--- src/rtl/countdown_timer_if.sv ---
// Control, load-value and display signals of the countdown timer.
// master drives the controls (prescaler/keypad side); slave is the timer itself.
interface countdown_timer_if;
    logic       tick;
    logic       load;
    logic [3:0] ld_min_t;
    logic [3:0] ld_min_o;
    logic [3:0] ld_sec_t;
    logic [3:0] ld_sec_o;
    logic       start;
    logic       stop;
    logic [3:0] min_t;
    logic [3:0] min_o;
    logic [3:0] sec_t;
    logic [3:0] sec_o;
    logic       running;
    logic       done;
    logic       expired;

    modport master (
        output tick, load, ld_min_t, ld_min_o, ld_sec_t, ld_sec_o, start, stop,
        input  min_t, min_o, sec_t, sec_o, running, done, expired
    );

    modport slave (
        input  tick, load, ld_min_t, ld_min_o, ld_sec_t, ld_sec_o, start, stop,
        output min_t, min_o, sec_t, sec_o, running, done, expired
    );
endinterface

--- src/rtl/countdown_timer.sv ---
// BCD mm:ss down-counter driven by the 1 Hz tick; all outputs registered, one-cycle input-to-output latency.
// No backpressure; `COUNTDOWN_AUTO_RELOAD_EN` reloads from a shadow copy at 00:00 instead of stopping in DONE.
module countdown_timer #(
    parameter int MAX_MIN = 99
) (
    input  logic              clk,
    input  logic              reset,
    countdown_timer_if.slave  tmr
);

    typedef enum logic [1:0] {
        IDLE  = 2'd0,
        RUN   = 2'd1,
        PAUSE = 2'd2,
        DONE  = 2'd3
    } state_t;

    typedef struct packed {
        logic [3:0] min_t;
        logic [3:0] min_o;
        logic [3:0] sec_t;
        logic [3:0] sec_o;
    } bcd_t;

    localparam logic [3:0] MAX_T   = 4'(MAX_MIN / 10);
    localparam logic [3:0] MAX_O   = 4'(MAX_MIN % 10);
    localparam logic [6:0] MAX_VAL = 7'(MAX_MIN);

    state_t state_q, state_d;
    bcd_t   cnt_q, cnt_d;
    logic   expired_q, expired_d;
    bcd_t   ld_val;
    bcd_t   dec_val;
    logic   cnt_zero;
    logic   dec_zero;
    logic   go;

    function automatic logic [3:0] clamp9(input logic [3:0] d);
        return (d > 4'd9) ? 4'd9 : d;
    endfunction

    function automatic bcd_t dec_bcd(input bcd_t v);
        bcd_t r;
        r = v;
        if (v.sec_o != 4'd0) begin
            r.sec_o = v.sec_o - 4'd1;
        end else begin
            r.sec_o = 4'd9;
            if (v.sec_t != 4'd0) begin
                r.sec_t = v.sec_t - 4'd1;
            end else begin
                r.sec_t = 4'd5;
                if (v.min_o != 4'd0) begin
                    r.min_o = v.min_o - 4'd1;
                end else begin
                    r.min_o = 4'd9;
                    r.min_t = v.min_t - 4'd1;
                end
            end
        end
        return r;
    endfunction

    // Sanitise the load digits: BCD range, seconds tens <= 5, then clamp minutes.
    always_comb begin
        logic [6:0] min_val;
        ld_val.min_t = clamp9(tmr.ld_min_t);
        ld_val.min_o = clamp9(tmr.ld_min_o);
        ld_val.sec_o = clamp9(tmr.ld_sec_o);
        ld_val.sec_t = (tmr.ld_sec_t > 4'd5) ? 4'd5 : tmr.ld_sec_t;
        min_val = 7'(ld_val.min_t) * 7'd10 + 7'(ld_val.min_o);
        if (min_val > MAX_VAL) begin
            ld_val.min_t = MAX_T;
            ld_val.min_o = MAX_O;
        end
    end

    assign cnt_zero = (cnt_q == '0);
    assign dec_val  = dec_bcd(cnt_q);
    assign dec_zero = (dec_val == '0);
    assign go       = tmr.start && !tmr.stop && !cnt_zero;

`ifdef COUNTDOWN_AUTO_RELOAD_EN
    bcd_t shadow_q, shadow_d;

    always_ff @(posedge clk or posedge reset) begin
        if (reset) begin
            shadow_q <= '0;
        end else begin
            shadow_q <= shadow_d;
        end
    end

    always_comb begin
        shadow_d = shadow_q;
        if (tmr.load && state_q != RUN) begin
            shadow_d = ld_val;
        end
    end
`endif

    always_ff @(posedge clk or posedge reset) begin
        if (reset) begin
            state_q   <= IDLE;
            cnt_q     <= '0;
            expired_q <= 1'b0;
        end else begin
            state_q   <= state_d;
            cnt_q     <= cnt_d;
            expired_q <= expired_d;
        end
    end

    always_comb begin
        state_d   = state_q;
        cnt_d     = cnt_q;
        expired_d = 1'b0;
        if (tmr.load && state_q != RUN) begin
            state_d = IDLE;
            cnt_d   = ld_val;
        end else begin
            case (state_q)
                IDLE, PAUSE: begin
                    if (go) begin
                        state_d = RUN;
                    end
                end
                RUN: begin
                    if (tmr.stop) begin
                        state_d = PAUSE;
                    end
                    if (tmr.tick && !cnt_zero) begin
                        cnt_d = dec_val;
                        if (dec_zero) begin
                            expired_d = 1'b1;
`ifdef COUNTDOWN_AUTO_RELOAD_EN
                            // Skip the 00:00 display; an empty shadow cannot restart.
                            if (shadow_q != '0) begin
                                cnt_d = shadow_q;
                            end else begin
                                state_d = IDLE;
                            end
`else
                            state_d = DONE;
`endif
                        end
                    end
                end
                default: ;
            endcase
        end
    end

    assign tmr.min_t   = cnt_q.min_t;
    assign tmr.min_o   = cnt_q.min_o;
    assign tmr.sec_t   = cnt_q.sec_t;
    assign tmr.sec_o   = cnt_q.sec_o;
    assign tmr.running = (state_q == RUN);
    assign tmr.expired = expired_q;
`ifdef COUNTDOWN_AUTO_RELOAD_EN
    assign tmr.done    = 1'b0;
`else
    assign tmr.done    = (state_q == DONE);
`endif

endmodule

--- src/flat_wrapper.sv ---
// flat-port wrapper written by rule: the top's interface ports become plain ports
module countdown_timer_flat 
#(
    parameter int MAX_MIN = 99
)
  (clk, reset, tmr_tick, tmr_load, tmr_ld_min_t, tmr_ld_min_o, tmr_ld_sec_t, tmr_ld_sec_o, tmr_start, tmr_stop, tmr_min_t, tmr_min_o, tmr_sec_t, tmr_sec_o, tmr_running, tmr_done, tmr_expired);
  countdown_timer_if tmr_i ();
  input  logic clk;
  input  logic reset;
  input wire logic [$bits(tmr_i.tick)-1:0] tmr_tick;
  input wire logic [$bits(tmr_i.load)-1:0] tmr_load;
  input wire logic [$bits(tmr_i.ld_min_t)-1:0] tmr_ld_min_t;
  input wire logic [$bits(tmr_i.ld_min_o)-1:0] tmr_ld_min_o;
  input wire logic [$bits(tmr_i.ld_sec_t)-1:0] tmr_ld_sec_t;
  input wire logic [$bits(tmr_i.ld_sec_o)-1:0] tmr_ld_sec_o;
  input wire logic [$bits(tmr_i.start)-1:0] tmr_start;
  input wire logic [$bits(tmr_i.stop)-1:0] tmr_stop;
  output wire logic [$bits(tmr_i.min_t)-1:0] tmr_min_t;
  output wire logic [$bits(tmr_i.min_o)-1:0] tmr_min_o;
  output wire logic [$bits(tmr_i.sec_t)-1:0] tmr_sec_t;
  output wire logic [$bits(tmr_i.sec_o)-1:0] tmr_sec_o;
  output wire logic [$bits(tmr_i.running)-1:0] tmr_running;
  output wire logic [$bits(tmr_i.done)-1:0] tmr_done;
  output wire logic [$bits(tmr_i.expired)-1:0] tmr_expired;
  assign tmr_i.tick = tmr_tick;
  assign tmr_i.load = tmr_load;
  assign tmr_i.ld_min_t = tmr_ld_min_t;
  assign tmr_i.ld_min_o = tmr_ld_min_o;
  assign tmr_i.ld_sec_t = tmr_ld_sec_t;
  assign tmr_i.ld_sec_o = tmr_ld_sec_o;
  assign tmr_i.start = tmr_start;
  assign tmr_i.stop = tmr_stop;
  assign tmr_min_t = tmr_i.min_t;
  assign tmr_min_o = tmr_i.min_o;
  assign tmr_sec_t = tmr_i.sec_t;
  assign tmr_sec_o = tmr_i.sec_o;
  assign tmr_running = tmr_i.running;
  assign tmr_done = tmr_i.done;
  assign tmr_expired = tmr_i.expired;
  countdown_timer #(.MAX_MIN(MAX_MIN)) u_core (.clk(clk), .reset(reset), .tmr(tmr_i));
endmodule
--- config.mk ---
export PLATFORM = sky130hd
export DESIGN_NAME = countdown_timer_flat
export DESIGN_NICKNAME = d
export VERILOG_FILES = /design/src/rtl/countdown_timer_if.sv /design/src/rtl/countdown_timer.sv /design/src/flat_wrapper.sv
export SDC_FILE = /design/constraint.sdc
export NUM_CORES = 1
export LEC_CHECK = 0
export CAP_MARGIN = 20
export CORE_MARGIN = 4
export CORE_UTILIZATION = 53
export DETAILED_ROUTE_END_ITERATION = 10
export PLACE_DENSITY = 0.85
export SYNTH_ARGS = -nofsm -noshare
export SYNTH_HDL_FRONTEND = slang
export SYNTH_SLANG_ARGS = --single-unit
--- constraint.sdc ---
create_clock -name clk -period 4.6 [get_ports clk]
set_input_delay 0.92 -clock clk [delete_from_list [all_inputs] [get_ports clk]]
set_output_delay 0.92 -clock clk [all_outputs]
set_load 0.01 [all_outputs]
### After elaboration in Yosys (flattened, before gate mapping)

Index checks and enable logic that the tools add are counted.

* register bits: 19
* latch bits: 0
* memory bits (writable): 0
* ROM bits: 0
* bits of input ports: 22
* output and inout port bits: 19
* memories: 0

* add/subtract/negate cells: 5
* multipliers: 1
* divide/modulo/power cells: 0
* magnitude comparators: 5
* eq/ne operators: 5
* shift-type cells: 0
* multiplexer cells: 24
* bitwise logic cells: 0
* reductions and logical operators: 18

Operator list (number)
* 2-to-1 mux 16 bit: 3
* zero test 16 bit: 2
* 2-to-1 mux 4 bit: 8
* 2-to-1 mux 8 bit: 2
* subtractor 4 x 1 -> 4 bit, second input constant: 4
* > comparator 4 bit, second input constant: 3
* 2-to-1 mux 12 bit: 1
* nonzero test 4 bit: 3
* 2-to-1 mux 2 bit: 5
* adder 7 x 4 -> 7 bit: 1
* > comparator 7 bit, second input constant: 1
* multiplier 4 x 3 -> 6 bit, second input constant: 1
* == test 2 bit, second input constant: 2
* > comparator 4 x 3 -> 1 bit, second input constant: 1
* logical AND 1 bit: 4
* 2-to-1 mux 1 bit: 4
* case mux 2 bit (2 select lines): 1
* AND reduction 2 bit: 2
* nonzero test 2 bit: 2
* != test 3 x 1 -> 1 bit, second input constant: 1
* nonzero test 3 bit: 1
* == test 2 x 1 -> 1 bit, second input constant: 1
* zero test 1 bit: 2
* zero test 2 bit: 1
* 2 further kinds: 2

### Longest topological paths before layout

* depth after elaboration: 9
* depth in mapped cells: 11
* depth with buffers taken out: 11

### Worst setup path before layout

No wires, ideal clock.

* kind: in2reg
* from: in tmr_ld_min_t[2]
* to: reg u_core.cnt_q (netlist bit u_core.tmr.min_t[1])
* arrival time: 3.141 ns
* required time: 4.477 ns
* path slack: 1.337 ns
* stages on the path: 10
* cells stage by stage: o21ai_0 -> nand2b_1 -> ha_1 -> ha_1 -> nand2b_1 -> or3b_1 -> o311a_1 -> nand2_1 -> a22oi_1 -> o221a_2

* cells in the longest elaborated chain, start to end: 7

Ends and longest elaborated chain
* start, declared: line flat_wrapper.sv:12 `input wire logic [$bits(tmr_i.ld_min_t)-1:0] tmr_ld_min_t;`
* > comparator 4 bit: line countdown_timer.sv:39 `return (d > 4'd9) ? 4'd9 : d;`
* 2-to-1 mux 4 bit *: line countdown_timer.sv:39
* multiplier 4 x 3 -> 6 bit: line countdown_timer.sv:71 `min_val = 7'(ld_val.min_t) * 7'd10 + 7'(ld_val.min_o);`
* adder 7 x 4 -> 7 bit: line countdown_timer.sv:71
* > comparator 7 bit: line countdown_timer.sv:72 `if (min_val > MAX_VAL) begin`
* 2-to-1 mux 8 bit *: line countdown_timer.sv:72
* 2-to-1 mux 16 bit *: line countdown_timer.sv:118 `if (tmr.load && state_q != RUN) begin`
* end signal, assigned: line countdown_timer.sv:109 `cnt_q <= cnt_d;`
* end, declared: line countdown_timer.sv:30 `bcd_t cnt_q, cnt_d;`

Mark *: on every way between the ends. The rest lies on a longest branch, timed or not.
A chain may end at the register's enable or synchronous reset.

### Worst setup path in the final report

* from: in tmr_ld_min_t[3]
* to: reg u_core.cnt_q (netlist bit u_core.tmr.min_t[1])

The elaborated chain is that of the path after synthesis.

==> reports/metrics.cfg <==
[placed_design]
hpwlAfterDp_mm = 3.38
gp_congestion = 0.880
post-place-ws_ns = 0.396
post_dp_cell_area_sq_um = 2020
port_buffers = 40
placed_cells = 250

[layout]
nets = 259
fillerInstances = 226
mostFrequentLayoutCell = clkdlybuf4s50_1
antennaDiodeCount = 0
final_cell_mix = clkdlybuf4s50_1 (40), nor2_1 (19), dfrtp_1 (19)
seqCellArea_sq_um = 475
areaGrowthSynthToFinish_pct = 26.4
final_cells = 254
final_layout_size_suffix_gt1_share_pct = 4.93
post-route-cell-area_sq_um = 2050
multi_input_area_sq_um = 1050

[floorplanning]
ios = 41
start_util_pct = 57.3
core-area_sq_um = 2830
die_area_sq_um = 4010
dieHeight_um = 63.3
die_x_um = 63.3
row_count = 19

[pwr]
netSwitchingFraction_pct = 39.0
internal_power_mw = 0.344
p_leak_nw = 0.883
p_seq_share_pct = 41.0
p_switching_mw = 0.220
power_frac_comb_pct = 42.8
vdd_drop_max_mv = 0.191
power.density_nw_per_um2 = 275
p_clk_share_pct = 16.2

[synthesis]
synth_flop_cell = dfrtp_1
synth_nets = 222
synth_top_area_share_pct = 29.3
synth_edf_count = 0
syn_area_per_cell_sq_um = 8.67
yosysSeqAreaShare_pct = 29.3
synth_seq_cells = 19
syn_area_sq_um = 1620
netlist.top_cell.by_area = dfrtp_1
yosysUniqueCellTypes = 51
yosys_warnings = 0
synthCells = 187
synthTopCellsByArea = dfrtp_1 (29%), ha_1 (9.3%), mux2i_1 (4.9%)
async_reset_ff_share_pct = 100

[sta]
fin_crit_ns = 3.91
finalCritPeriodShare_pct = 85.0
rsz0062_at_grt = no
worstMarginPinSlew_ns = 1.05
fin_worst_skew_ns = 0.00125
setup_violations = 0
setup_ws_ns = 0.691
slew_headroom_pct = 29.7
setup_tns_ns = 0
final-hold-violation-count = 0
max_freq_mhz = 256
slew_violations = 0

[clock_network]
cts_resized = 0
clk_pin_slew_ns = 0.12
cts_buffers = 3
cts_root_buffer = clkbuf_4
cts_hold_buffers = 0
clockBufferDepth = 2
clock-sinks = 19
cts_tree = yes
ctsHtreeMaxLevel = 1
clk_latency_ns = 0.31
cts_setup_buffers = 0

[routing]
detail_route.wl_per_cell_um = 17.3
viasPerCell = 6.34
vias = 1610
postRouteWirelength_mm = 4.39
drc = 0
drt_pre_antenna_iters = 4
detail-route-antenna-nets = 0
first_iter_violations = 92

[worst_setup_path]
cp.required_ns = 4.81
start_kind = input pin
critPathMaxStageDelay_ns = 0.59
reg2regPathDepth = 8
cpLargestDelayFamily = compound AO/OA/AOI/OAI gates
cp_slowest_cell = clkdlybuf4s50_1
critPathBufInv = 2
arrival_ns = 4.12
cp_max_fo = 7
crit_cells = 12
crit_chain = clkdlybuf4s50_1 > o21ai_0 > nand2b_1 > ha_1 > inv_1 > fa_1 > nand2b_1 > or3b_1 > o311a_1 > nand2_1 > a22oi_1 > o221a_2
crit_type = input pin to flip-flop
critPathMostFrequentCell = nand2b_1
end_kind = flip-flop

[hold_path]
hold_class = flip-flop to flip-flop
hold_depth = 2

[flow_run]
cap_viol_max_count = 0

[run_status]
status = complete, no violations

[global_route]
antenna_found_initial = 0
grt_pass1_wl_mm = 7.25
grt_overflow = 0
grt_util_all_layers_pct = 22.3
first_global_vias = 1615
grt_max_degree = 20

[cells in the mapped netlist, drive strengths merged, types with 2 or more instances]
master,number
a21oi,8
a22oi,4
a32oi,4
and2,2
buf,3
clkbuf,6
dfrtp,19
ha,12
inv,12
mux2i,8
nand2,18
nand2b,6
nand3,2
nand3b,4
nand4,5
nand4b,2
nor2,19
nor2b,3
nor4,4
o211a,2
o21ai,12
o31ai,2
or3b,2
xnor2,4
xor2,4
[sequential cells by signal, summed over array words and instances, names as in the netlist]
name                flops
u_core.state_q          2
u_core.tmr.min_o        4
u_core.tmr.sec_o        4
u_core.tmr.sec_t        4
u_core.tmr.min_t        4
u_core.tmr.expired      1
[path summary, 6_finish.rpt]
kind | end | slack [ns] | from
setup / recovery | u_core.tmr.min_t[1]$_DFFE_PP0P_ | 0.69 | tmr_ld_min_t[3]
setup reg to reg | u_core.tmr.min_t[3]$_DFFE_PP0P_ | 2.12 | u_core.tmr.sec_o[0]$_DFFE_PP0P_
max in group asynchronous | u_core.tmr.min_t[3]$_DFFE_PP0P_ | 3.09 | reset
hold reg to reg | u_core.state_q[0]$_DFFE_PP0P_ | 0.54 | u_core.state_q[0]$_DFFE_PP0P_
hold / removal | u_core.state_q[0]$_DFFE_PP0P_ | 0.54 | u_core.state_q[0]$_DFFE_PP0P_
min in group asynchronous | u_core.state_q[0]$_DFFE_PP0P_ | 1.03 | reset
[power by group through the flow]
| stage | Combinational, mW | Sequential (mW) | Clock [mW] |
|---|---|---|---|
| 2_1_floorplan | 0.135 | 0.233 | 0 |
| 3_3_place_gp | 0.227 | 0.232 | 0 |
| 3_5_place_dp | 0.238 | 0.234 | 0 |
| 4_1_cts | 0.240 | 0.231 | 0.0913 |
| 5_1_grt | 0.262 | 0.236 | 0.0987 |
| 6_report | 0.241 | 0.231 | 0.0912 |
[routing by layer]
metal	vias to the layer above	GRT usage [%]	share of wire, %
met1	765	26.3	40
li1	752	-	-
met3	12	3.02	6.8
met5	-	0	0
met4	0	6.74	1.5
met2	81	41.8	51
[stage by stage]
step	hold WS (ns)	util, %	power [mW]
floorplan	0.495	-	0.368
global placement	0.518	71.5	0.459
detailed placement	0.522	71.5	0.472
CTS	0.547	72.4	0.562
global route	0.594	72.4	0.597
finish	0.545	72.4	0.564
[final cells by class]
class                      count  area share (%)
timing repair buffer          41            19.9
multi-input combinational    147            51.5
inverter                      12            2.20
sequential                    19            23.2
clock inverter                 1           0.244
tap                           31            1.89
clock buffer                   3            1.10
[tightest hold or removal path: stages, from the launching register on]
cell and delay (ns):
dfrtp_1 0.39, nand2_1 0.06, o211ai_1 0.07
[cells by family after synthesis]
| family | Yosys count | synth area share, % |
|---|---|---|
| and+or+nand+nor | 72 | 25.2 |
| AOI/OAI and AO/OA | 46 | 20.1 |
| buffers and inverters | 21 | 5.63 |
| DFF | 19 | 29.3 |
| adders and majority gates | 13 | 10.5 |
| xor gates and xnor gates | 8 | 4.32 |
| muxes | 8 | 4.94 |
(Power assumes the default switching activity.)
